[config.mk]
export PLATFORM = sky130hd
export DESIGN_NAME = rr_arbiter
export DESIGN_NICKNAME = d
export VERILOG_FILES = /design/src/rtl/arb_pkg.sv /design/src/rtl/rr_pick.sv /design/src/rtl/rr_arbiter.sv
export SDC_FILE = /design/constraint.sdc
export NUM_CORES = 1
export LEC_CHECK = 0
export BUFFER_PORTS_ARGS = -buffer_cell sky130_fd_sc_hd__buf_4
export CAP_MARGIN = 15
export CORE_AREA = 2 2 39 41
export DETAILED_ROUTE_END_ITERATION = 10
export DIE_AREA = 0 0 41 43
export PLACE_DENSITY = 0.66
export SETUP_SLACK_MARGIN = 0.3
export SLEW_MARGIN = 20
export SYNTH_ARGS = -nofsm -noshare
export SYNTH_HDL_FRONTEND = slang
export SYNTH_SLANG_ARGS = --single-unit
export TNS_END_PERCENT = 5
[constraint.sdc]
create_clock -name clk_i -period 2 [get_ports clk_i]
set_clock_uncertainty 0.15 [all_clocks]
set_input_delay 0.4 -clock clk_i [delete_from_list [all_inputs] [get_ports clk_i]]
set_output_delay 0.4 -clock clk_i [all_outputs]
set_load 0.005 [all_outputs]
[src/rtl/arb_pkg.sv]
`default_nettype none
// ============================================================================
// Module : arb_pkg
// Shared arbiter state type and a one-hot decode helper.
// Rev    : 1.0
// ============================================================================
package arb_pkg;

  typedef enum logic [0:0] {
    IDLE = 1'b0,
    BUSY = 1'b1
  } arb_state_e;

  // Callers truncate the result to their own requester count (at most 16).
  function automatic logic [15:0] onehot16(input logic [3:0] idx);
    return 16'b1 << idx;
  endfunction

endpackage
`default_nettype wire

[src/rtl/rr_pick.sv]
`default_nettype none
// ============================================================================
// Module : rr_pick
// Rotated priority encoder: lowest request above 'last', else lowest overall.
// Rev    : 1.0
// ============================================================================
module rr_pick
  import arb_pkg::*;
#(
  parameter int N  = 4,
  parameter int IW = $clog2(N)
) (
  input  logic [N-1:0]  req,
  input  logic [IW-1:0] last,
  output logic [IW-1:0] winner,
  output logic          found
);

  logic [IW-1:0] w_hi_idx;
  logic [IW-1:0] w_lo_idx;
  logic          w_hi_found;

  // Descending scan so the lowest qualifying index is the one left standing.
  always_comb begin
    w_hi_idx   = '0;
    w_lo_idx   = '0;
    w_hi_found = 1'b0;
    found      = 1'b0;
    for (int i = N - 1; i >= 0; i--) begin
      if (req[i]) begin
        w_lo_idx = IW'(i);
        found    = 1'b1;
        if (i > int'(last)) begin
          w_hi_idx   = IW'(i);
          w_hi_found = 1'b1;
        end
      end
    end
    winner = w_hi_found ? w_hi_idx : w_lo_idx;
  end

endmodule
`default_nettype wire

[src/rtl/rr_arbiter.sv]
`default_nettype none
// ============================================================================
// Module : rr_arbiter
// Round-robin arbiter with registered one-hot grant held until release.
// Optional forced release after TIMEOUT cycles when ARB_TIMEOUT_EN is defined.
// Rev    : 1.0
// ============================================================================
module rr_arbiter
  import arb_pkg::*;
#(
  parameter int N       = 4,
  parameter int TIMEOUT = 64
) (
  input  logic                 clk_i,
  input  logic                 srst_n_i,
  input  logic [N-1:0]         req_i,
  input  logic                 done_i,
  output logic [N-1:0]         gnt_o,
  output logic [$clog2(N)-1:0] gnt_id_o,
  output logic                 gnt_val_o
`ifdef ARB_TIMEOUT_EN
  ,
  output logic                 timeout_o
`endif
);

  localparam int IW = $clog2(N);

  if (N < 2 || N > 16 || TIMEOUT < 2) begin : g_bad_params
    $error("rr_arbiter: N must be 2..16 and TIMEOUT at least 2");
  end

  arb_state_e    r_state;
  arb_state_e    w_state_nxt;
  logic [N-1:0]  r_gnt;
  logic [N-1:0]  w_gnt_nxt;
  logic [IW-1:0] r_gnt_id;
  logic [IW-1:0] w_id_nxt;
  logic [IW-1:0] r_last;
  logic [IW-1:0] w_last_nxt;
  logic [IW-1:0] w_winner;
  logic          w_found;
  logic          w_user_release;
  logic          w_forced;
  logic          w_release;
  logic          w_load;

  rr_pick #(.N(N), .IW(IW)) u_pick (
    .req    (req_i),
    .last   (r_last),
    .winner (w_winner),
    .found  (w_found)
  );

`ifdef ARB_TIMEOUT_EN
  localparam int CW = $clog2(TIMEOUT + 1);
  logic [CW-1:0] r_cnt;
  logic          r_timeout;

  assign w_forced  = (r_state == BUSY) && !w_user_release && (r_cnt == CW'(TIMEOUT - 1));
  assign timeout_o = r_timeout;

  always_ff @(posedge clk_i) begin
    if (!srst_n_i) begin
      r_cnt     <= '0;
      r_timeout <= 1'b0;
    end else begin
      r_timeout <= w_forced;
      if (r_state == BUSY && !w_release) r_cnt <= r_cnt + 1'b1;
      else                               r_cnt <= '0;
    end
  end
`else
  assign w_forced = 1'b0;
`endif

  // The holder is already at 'last', so it naturally ranks lowest on re-arbitration.
  always_comb begin
    w_state_nxt    = r_state;
    w_gnt_nxt      = r_gnt;
    w_id_nxt       = r_gnt_id;
    w_last_nxt     = r_last;
    w_user_release = done_i || !req_i[r_gnt_id];
    w_release      = (r_state == BUSY) && (w_user_release || w_forced);
    w_load         = w_found && ((r_state == IDLE) || w_release);
    if (w_load) begin
      w_gnt_nxt   = N'(onehot16(4'(w_winner)));
      w_id_nxt    = w_winner;
      w_last_nxt  = w_winner;
      w_state_nxt = BUSY;
    end else if (w_release) begin
      w_gnt_nxt   = '0;
      w_state_nxt = IDLE;
    end
  end

  always_ff @(posedge clk_i) begin
    if (!srst_n_i) begin
      r_state  <= IDLE;
      r_gnt    <= '0;
      r_gnt_id <= '0;
      r_last   <= IW'(N - 1);
    end else begin
      r_state  <= w_state_nxt;
      r_gnt    <= w_gnt_nxt;
      r_gnt_id <= w_id_nxt;
      r_last   <= w_last_nxt;
    end
  end

  assign gnt_o     = r_gnt;
  assign gnt_id_o  = r_gnt_id;
  assign gnt_val_o = |r_gnt;

endmodule
`default_nettype wire

# --- Yosys cells after proc, flatten, opt, wreduce, memory -nomap -nowiden ---
# Cells that the tools add are included.
word_totals:
  output_inout_bits: 7
  in_bits: 7
  regBits: 9
classes:
  mux: 27
  magnitude_cmp: 4
  shift: 1
  reduce_logical: 7
  bitwise: 1
op_table:
  columns: ["cell", "n"]
  rows:
  - ["two-way mux 2 bit", 11]
  - ["two-way mux 1 bit", 13]
  - ["two-way mux 4 bit", 2]
  - ["greater-than comparator 2 bit, first input constant", 2]
  - ["OR reduction 4 bit", 1]
  - ["<< shifter 1 x 2 -> 4 bit, first input constant", 1]
  - ["less-than comparator 2 x 3 -> 1 bit, second input constant", 1]
  - ["binary-select mux 1 bit (select 2 bit)", 1]
  - ["greater-than comparator 1 x 2 -> 1 bit, first input constant", 1]
  - ["logical AND 1 bit", 2]
  - ["logical OR 1 bit", 2]
  - ["nonzero test 2 bit", 1]
  - ["logical NOT 1 bit", 1]
  - ["NOT 1 bit", 1]

# --- Longest topological paths before layout ---
depth:
  word_depth: 10
  mapped_depth: 5
  ltp_nobuf: 4

# --- Hierarchy ---
# A second synthesis with hierarchy kept.
hier_totals:
  hier_cells: 52
  hier_area_um2: 473.0
by_module_without_submodules:
  columns: ["mod", "n_inst", "area_per_inst_um2", "seq_area_each_um2", "cells_each"]
  rows:
  - ["rr_arbiter", 1, 386.6, 180.2, 38]
  - ["rr_pick", 1, 86.3, 0.0, 14]

# --- Worst setup path after synthesis ---
# No wires, ideal clock.
synth_path:
  path_type: "in2reg"
  start: "input req_i[1]"
  end: "register r_gnt[2], in the netlist gnt_o[2]"
  t_arrival_ns: 1.576
  setup_ns: 0.073
  path_stages: 5
  n_path_buf: 1
  path_slack_ns: 0.201
  path_cell_list: "buf_2 -> mux2i_2 -> o22ai_2 -> or4_4 -> o22ai_2"
synth_between:
  elab_chain_cells: 8
  elab_cells_between_ends: 17
synth_lines:
  columns: ["element", "line_no", "text"]
  rows:
  - ["start, declared", "rr_arbiter.sv:16", "input logic [N-1:0] req_i,"]
  - ["binary-select mux 1 bit (select 2 bit)", "rr_arbiter.sv:83", "w_user_release = done_i || !req_i[r_gnt_id];"]
  - ["two-way mux 1 bit (not written as such)", "rr_arbiter.sv:83", null]
  - ["logical NOT 1 bit", "rr_arbiter.sv:83", null]
  - ["logical OR 1 bit", "rr_arbiter.sv:83", null]
  - ["logical AND 1 bit", "rr_arbiter.sv:84", "w_release = (r_state == BUSY) && (w_user_release || w_forced);"]
  - ["logical OR 1 bit", "rr_arbiter.sv:85", "w_load = w_found && ((r_state == IDLE) || w_release);"]
  - ["logical AND 1 bit", "rr_arbiter.sv:85", null]
  - ["two-way mux 4 bit or nonzero test 2 bit (tied branches)", null, null]
  - ["end signal, assigned", "rr_arbiter.sv:105", "r_gnt <= w_gnt_nxt;"]
  - ["end, declared", "rr_arbiter.sv:35", "logic [N-1:0] r_gnt;"]
# Several ways; a longest one is shown, not always the timed one. The select of a mux whose other input is x is not followed.
# A chain may end at the register's enable or synchronous reset.

# --- Final worst setup path ---
layout_path:
  start: "register r_gnt[2], in the netlist gnt_o[2]"
  end: "output gnt_val_o"
layout_between:
  elab_chain_cells: 1
layout_lines:
  columns: ["element", "line_no", "text"]
  rows:
  - ["OR reduction 4 bit", "rr_arbiter.sv:113", "assign gnt_val_o = |r_gnt;"]
  - ["end, declared", "rr_arbiter.sv:20", "output logic gnt_val_o"]
# Every way passes these cells.

==> metrics.md <==
| Metric | Value |
|---|---|
| Fin util | 0.505 |
| Global Route Usage Sum | 0.169 |
| RePlAce Congestion | 0.909 |
| Final worst path period need | 1790 ps |
| Critical path startpoint | gnt_o[2] |
| FP Rows | 14 |
| Top post-synthesis cells by area | dfxtp_1 (34%), mux2i_2 (5.1%), a21oi_1 (4.7%), o21ai_0 (4.7%), o22ai_2 (4.7%) |
| Slew margin rel. | 0.688 |
| Starting DRT DRC Count | 8 |
| Drt drc | 0 |
| Crit share post-route | 0.895 |
| Final Setup Violations | 0 |
| First-pass GRT wire length | 2.04 mm |
| Dominant synthesized flop cell | dfxtp_1 |
| CP Capture Point | gnt_val_o |
| Yosys reg bits | 9 |
| DRT antenna net count | 0 |
| CORE AREA | 1380 µm² |
| Clock sinks | 9 |
| Height of the die | 43 µm |
| P&R area growth vs syn | 30.4% |
| Power per Cell Area | 775 nW/µm² |
| Outcome | finished, final reports clean |
| Post-Route WL | 1.16 mm |
| Pins over their slew limit | 0 |
| Worst skew pair latency | 260 ps |
| Max Cap Viol | 0 |
| Netlist cell types | 31 |
| Most frequent cells in the layout | buf_4 (15), o21ai_0 (5), inv_1 (5), a21oi_1 (5), dfxtp_1 (5) |
| GR Layer Usage met1 | 0.215 |
| Final #Nets | 88 |
| H-tree levels | 1 |
| Startpoint types | register |
| Synthesized area | 536 µm² |
| Port bufs | 13 |
| Post-synth ARST share | 0 |
| Wire per inst | 12.1 µm |
| TritonCTS clock tree | yes |
| Yosys warns | 0 |
| Starting Density | 0.387 |
| Critical path class | register to output port |
| Cell count after synthesis | 63 |
| Seq/Total Area, Yosys | 0.336 |
| Top cell type's share of synthesized area | 0.336 |
| Mapped Nets | 70 |
| Initial antenna violation count | 0 |
| Root Buffer | clkbuf_4 |
| Hold Fails Final Rpt | 0 |
| Top Usage Layer GRT | met2 |
| Max Clk Rate | 0.559 GHz |
| Worst slew pin tran | 464 ps |
| Vias after detailed routing | 534 |
| WHS | 212 ps |
| Number of antenna repair diodes | 0 |
| Drt pass-1 iters | 2 |
| Critical Path End Type | output port |
| DPL Wire Length | 883 µm |
| Vias per cell | 5.56 |
| Mean area per synthesized cell | 8.50 µm² |
| Remaining global-route overflow | 0 |
| Die W | 41 µm |
| Post-synth EDFFs | 0 |
| Reg2reg setup slack | 280 ps |
| Largest net degree at the start of global routing | 11 |
| Most common cell after layout, fill and taps aside | buf_4 |
| Critical path peak fanout | 3 |
| Die area | 1760 µm² |
| Met3 GRT Util | 0.0942 |
| Static leakage | 0.280 nW |
| R2R depth | 4 |
| Clk pin slew, worst setup/hold paths | 60 ps |
| Clk buf depth | 2 |
| TritonCTS buffer count | 3 |
| Critical path data required time | 1450 ps |
| Arrival @ worst endpoint | 1240 ps |
| Reg2reg start | gnt_id_o[0] |
| Met2 Resource Use GR | 0.244 |
| RSZ-0062 raised after global routing | yes |
| Cells after DPL | 91 |
| Share of layout cells above drive strength 1 | 0.375 |
| Number of global-route vias before repair | 516 |
| Final non-filler cell total | 96 |
| Worst R2R End | gnt_o[3] |
| Worst Hold Class | input pin to register |
| Setup TNS | 0 ps |
| Top-level port count | 14 |
| Max VDD drop | 0.403 mV |
| Post-synth top area cell | dfxtp_1 |
what timing repair did:
item	CTS	global route
pin swaps	0	1
resized for setup	2	4
endpoints found under the setup margin	4	6
buffers inserted	1	0
hold endpoints to repair	0	0
hold buffers	0	0
kinds of logic after synthesis:
family	Yosys count	synth area share
compound gates	24	0.301
buf+inv	8	0.0724
flops	9	0.336
mux	3	0.0701
simple gates	19	0.220
sequential cells by signal (all words and copies together) (netlist names):
register and flops:
gnt_id_o 2, gnt_o 4, r_last 2, r_state 1
synth_stat cells (2+ instances only):
cell type,number
a21oi_1,5
dfxtp_1,9
inv_1,5
mux2i_2,2
nand3b_1,2
nor2_1,4
nor4_1,2
o211ai_1,2
o21ai_0,5
o21ai_1,2
o22ai_1,2
o22ai_2,2
or4_1,3
through the flow:
step	total power, mW	cell area (µm²)	worst slack, ps
floorplan	0.329	541	285
global placement	0.390	652	162
detailed placement	0.391	652	176
CTS	0.535	688	217
global route	0.581	698	176
finish	0.541	698	210
critical path: stages, from the launching register on:
cell and delay, ps:
dfxtp_2 320, or4_4 520, buf_6 130
area by class of cell:
class	instances	area, µm²
Timing Repair Buffer	16	124
Sequential cell	9	185
Fill cell	132	686
Inverter	5	18.8
Multi-Input combinational cell	46	324
Clock buffer	4	26.3
Tap cell	16	20.0
worst min-delay path by stage:
stage / slack, ps / startpoint / end / cells after the start
after detailed placement: 310 / gnt_o[3] / gnt_o[3] / 2
after CTS: 200 / srst_n_i / r_last[0] / 2
after floorplan: 300 / gnt_o[3] / gnt_o[3] / 2
final: 210 / srst_n_i / r_last[0] / 2
after global placement: 320 / gnt_o[3] / gnt_o[3] / 2
after global routing: 220 / srst_n_i / r_last[1] / 2
routing by layer:
layer / up-vias / part of all wire
met5: - / 0
met4: 0 / 0.0052
met3: 2 / 0.059
met2: 12 / 0.48
met1: 244 / 0.45
li1: 276 / -
report_power, final:
| part | internal [mW] | switching (mW) |
|---|---|---|
| sequential | 0.204 | 0.0248 |
| clock | 0.0768 | 0.0617 |
| combinational | 0.101 | 0.0727 |
Power figures use the tool's default switching activity.
